$ cat src/rtl/keypad_scanner.sv
// 2x4 keypad scanner: one 5-bit key word per frame, 2*(SETTLE_CYCLES+2)+1 cycles long, with no backpressure.
// Define KEYPAD_MULTI_KEY_EN to report multi-key frames as {1,1,lowest index}; otherwise they are rejected as 5'b0.
module keypad_scanner #(
  parameter int SETTLE_CYCLES = 3
) (
  input  logic       newClock,
  input  logic       reset,
  input  logic [3:0] rows,
  output logic [1:0] colDrive,
  output logic [4:0] information,
  output logic       frameDone
);

  typedef enum logic [1:0] {DRIVE, SETTLE, SAMPLE, PUBLISH} state_t;

  state_t     state;
  logic       col;
  logic [7:0] settle_cnt;
  logic [7:0] frame_acc;
  logic [3:0] rows_meta;
  logic [3:0] rows_sync;

  always_ff @(posedge newClock or posedge reset) begin
    if (reset) begin
      rows_meta <= 4'h0;
      rows_sync <= 4'h0;
    end else begin
      rows_meta <= rows;
      rows_sync <= rows_meta;
    end
  end

  // Scanning from the top index down leaves the lowest pressed index in idx.
  function automatic logic [4:0] reduce_frame(input logic [7:0] acc);
    logic       found;
    logic       multi;
    logic [2:0] idx;
    found = 1'b0;
    multi = 1'b0;
    idx   = 3'd0;
    for (int i = 7; i >= 0; i--) begin
      if (acc[i]) begin
        if (found) multi = 1'b1;
        found = 1'b1;
        idx   = 3'(i);
      end
    end
`ifdef KEYPAD_MULTI_KEY_EN
    return {found, multi, idx};
`else
    return (found && !multi) ? {2'b10, idx} : 5'b00000;
`endif
  endfunction

  always_ff @(posedge newClock or posedge reset) begin
    if (reset) begin
      state       <= DRIVE;
      col         <= 1'b0;
      settle_cnt  <= 8'd0;
      frame_acc   <= 8'd0;
      colDrive    <= 2'b11;
      information <= 5'b00000;
      frameDone   <= 1'b0;
    end else begin
      frameDone <= 1'b0;
      case (state)
        DRIVE: begin
          colDrive   <= col ? 2'b01 : 2'b10;
          settle_cnt <= 8'(SETTLE_CYCLES - 1);
          state      <= SETTLE;
        end
        SETTLE: begin
          if (settle_cnt == 8'd0) state <= SAMPLE;
          else settle_cnt <= settle_cnt - 8'd1;
        end
        SAMPLE: begin
          if (col) begin
            frame_acc[7:4] <= ~rows_sync;
            state          <= PUBLISH;
          end else begin
            frame_acc[3:0] <= ~rows_sync;
            col            <= 1'b1;
            state          <= DRIVE;
          end
        end
        PUBLISH: begin
          colDrive    <= 2'b11;
          information <= reduce_frame(frame_acc);
          frameDone   <= 1'b1;
          frame_acc   <= 8'd0;
          col         <= 1'b0;
          state       <= DRIVE;
        end
        default: state <= DRIVE;
      endcase
    end
  end

endmodule

$ cat config.mk
export PLATFORM = sky130hd
export DESIGN_NAME = keypad_scanner
export DESIGN_NICKNAME = d
export VERILOG_FILES = /design/src/rtl/keypad_scanner.sv
export SDC_FILE = /design/constraint.sdc
export NUM_CORES = 1
export LEC_CHECK = 0
export CORE_ASPECT_RATIO = 0.6
export CORE_MARGIN = 2
export CORE_UTILIZATION = 45
export CTS_BUF_LIST = sky130_fd_sc_hd__clkbuf_4
export DETAILED_ROUTE_END_ITERATION = 12
export PLACE_DENSITY = 0.77
export SLEW_MARGIN = 5
export SYNTH_ARGS = -nofsm -noshare
export SYNTH_HDL_FRONTEND = slang
export SYNTH_SLANG_ARGS = --single-unit
$ cat constraint.sdc
create_clock -name newClock -period 2.2 [get_ports newClock]
set_input_delay 0.33 -clock newClock [delete_from_list [all_inputs] [get_ports newClock]]
set_output_delay 0.33 -clock newClock [all_outputs]
set_load 0.005 [all_outputs]
==> impl_metrics.yaml, run 1 <==
drt:
  drt_iter0_markers: 163
  drt_wl_total_mm: 3.100
  viasPerCell: 5.466
  firstDrtPassIters: 4
  dr_wl_met3_um: 277
  wl_met2_mm: 1.275
  wl_per_cell_um: 14.16
  remaining_drc_errors: 0
  top_layer: "met4"
  vias: 1197
  antenna_left: 0
  wl_met1_mm: 1.473
sta:
  skew_ns: 0.01354
  fin_crit_ns: 1.990
  post-route-period-util_pct: 90.48
  slew_violations: 0
  hold_violations: 0
  fmax_mhz: 502.4
  rsz0062_at_grt: "no"
  worst_slew_pin_slew_ns: 0.6263
  setup_slack_ns: 0.2096
  tns_ns: 0
  max_slew_margin_pct: 57.86
  finalSetupViolations: 0
synthesis:
  ys.flop_type: "dfrtp_1"
  synth_edf_count: 0
  async_flop_share_pct: 100.0
  syn_inst: 156
  synth.distinct_cells: 38
  syn_area_per_cell_um2: 10.22
  synth.most_common_cell: "dfrtp_1"
  ys_seq_elements: 34
  syn_nets: 168
  yosysTopAreaCell: "dfrtp_1"
  yosys-top-cells-count: "dfrtp_1 (32), o21ai_0 (15), nand2_1 (14), nor2_1 (13), a21oi_1 (12)"
  synth_area_leaders: "dfrtp_1 (50%), ha_1 (4.7%), o21ai_0 (4.7%)"
  synth_area_mm2: 0.001594
  synth_warnings: 0
  synth_top_area_share_pct: 50.24
  seq_area_frac_synth_pct: 53.53
global_route:
  grt_max_degree: 35
  groute.usage.overall_pct: 17.85
  grt_pass1_wl_mm: 5.326
  grt_pass1_vias: 1100
  grt-ovfl-total: 0
  antenna_found_initial: 0
power_and_ir_drop:
  power_density_mw_per_mm2: 570.5
  ir_drop_uv: 389.0
  cellLeakagePower_nw: 0.8034
  power.total_mw: 1.039
place:
  hpwl_mm: 2.213
  port-buffer-count: 12
  dp_slack_ns: 0.2510
  placed_area_mm2: 0.001767
  gp_congestion: 0.8175
floorplanning:
  coreArea_mm2: 0.003323
  initial_core_util_pct: 47.97
  die_height_um: 50.10
  die_x_um: 80.84
  dieArea_mm2: 0.004050
  rows: 16
  io_pins: 14
clock_network:
  htreeDepth: 2
  cts.sinks: 34
  ctsRootBufferMaster: "clkbuf_4"
  clk_latency_ns: 0.35
  cts.path.max_buffers: 2
  ctsHoldBuffers: 0
  cts_tree: "built"
  ctsResizeCount: 0
  postCtsSetupRepairBufs: 0
  path_clk_slew_ns: 0.11
  numCtsBuffers: 5
layout:
  nets: 185
  drive_above_1_share_pct: 10.34
  fillers: 291
  antenna_cells: 0
  final_util_pct: 54.82
  design_area_mm2: 0.001822
  area_growth_pct: 14.29
worst_setup_path:
  reg2reg_slack_ns: 0.21
  cp_data_required_time_ns: 2.43
  cp_max_fo: 6
  startpoint_type: "flip-flop"
  rr_worst_depth: 7
  cp.arrival_ns: 2.22
  endpoint_kind: "flip-flop"
  reg2reg_to: "settle_cnt[4]$_DFFE_PP0P_"
  crit_type: "flip-flop to flip-flop"
  r2r_start: "settle_cnt[0]$_DFFE_PP0P_"
job:
  drv_cap: 0
min_path:
  hp-class: "input pin to async pin"
status:
  status: "finished clean"
[area by class of cell]
class | instances | area, um^2 | area share [%]
clock buffer | 6 | 45.04 | 2.473
clock inverter | 2 | 10.01 | 0.5494
multi-input combinational | 110 | 691.9 | 37.98
tap | 45 | 56.30 | 3.091
timing repair buffer | 14 | 135.1 | 7.418
inverter | 8 | 30.03 | 1.648
sequential | 34 | 853.3 | 46.84
[power breakdown]
group	internal [mW]	switching (mW)	leakage, nW
Clock	0.134	0.220	0.0354
Sequential	0.637	0.0101	0.436
Combinational	0.0183	0.0195	0.332
Total	0.789	0.250	0.803
[cell usage in the layout, fill, tap and decap left out, types with 6 or more instances in the layout]
cell type        synthesis  layout
dfrtp_1                 32      32
o21ai_0                 15      15
nand2_1                 14      14
nor2_1                  13      13
a21oi_1                 12      12
clkdlybuf4s50_1          0      12
inv_1                    8       8
ha_1                     6       6
clkbuf_4                 0       6
[how the worst max path moves through the flow]
| stage | start | end | depth (start not counted) |
|---|---|---|---|
| finish | settle_cnt[0]$_DFFE_PP0P_ | settle_cnt[4]$_DFFE_PP0P_ | 7 |
| global route | settle_cnt[0]$_DFFE_PP0P_ | settle_cnt[4]$_DFFE_PP0P_ | 7 |
| CTS | settle_cnt[2]$_DFFE_PP0P_ | settle_cnt[7]$_DFFE_PP0P_ | 5 |
| detailed placement | settle_cnt[0]$_DFFE_PP0P_ | settle_cnt[4]$_DFFE_PP0P_ | 7 |
| global placement | settle_cnt[2]$_DFFE_PP0P_ | settle_cnt[7]$_DFFE_PP0P_ | 5 |
| floorplan | settle_cnt[2]$_DFFE_PP0P_ | settle_cnt[7]$_DFFE_PP0P_ | 5 |
[flip-flops by register name (all words and copies together), names as in the netlist]
register	cells
state	2
settle_cnt	8
frameDone	1
information	4
rows_meta	4
frame_acc	8
rows_sync	4
col	1
colDrive	2
[layer usage]
layer | GRT usage (%) | up-vias
li1 | - | 588
met1 | 26.21 | 551
met2 | 23.42 | 48
met3 | 5.861 | 10
met4 | 8.475 | 0
met5 | 0 | -
[kinds of logic after synthesis]
logic type / share of synthesized area, %
AND/OR/NAND/NOR: 18.68
multiplexers: 2.747
adder cells (fa/ha/maj): 4.709
AO/OA/AOI/OAI: 16.48
buffers and inverters: 3.061
XOR/XNOR: 0.5496
flip-flops: 53.53
other: 0.2353
[worst max-delay path: stages (launching register included)]
cell and delay, ns:
dfrtp_1 0.46, inv_1 0.10, ha_1 0.22, nand2b_1 0.18
nor4_1 0.11, or4_2 0.64, nand3_1 0.11, o21ai_0 0.07
[stage by stage]
stage	hold WS [ns]	cells
global placement	0.3329	211
floorplan	0.3312	156
finish	0.3581	219
global route	0.3635	219
CTS	0.3602	219
detailed placement	0.3363	211
(Power assumes the default switching activity.)
==> run 2: changes to the inputs <==
--- a/config.mk
+++ b/config.mk
@@ -9,6 +9,7 @@
 export CORE_MARGIN = 2
 export CORE_UTILIZATION = 45
 export CTS_BUF_LIST = sky130_fd_sc_hd__clkbuf_4
+export CTS_CLUSTER_SIZE = 8
 export DETAILED_ROUTE_END_ITERATION = 12
 export PLACE_DENSITY = 0.77
 export SLEW_MARGIN = 5
==> results of run 2 <==
No change in the layout: final DEF, timing and power equal those of run 1.
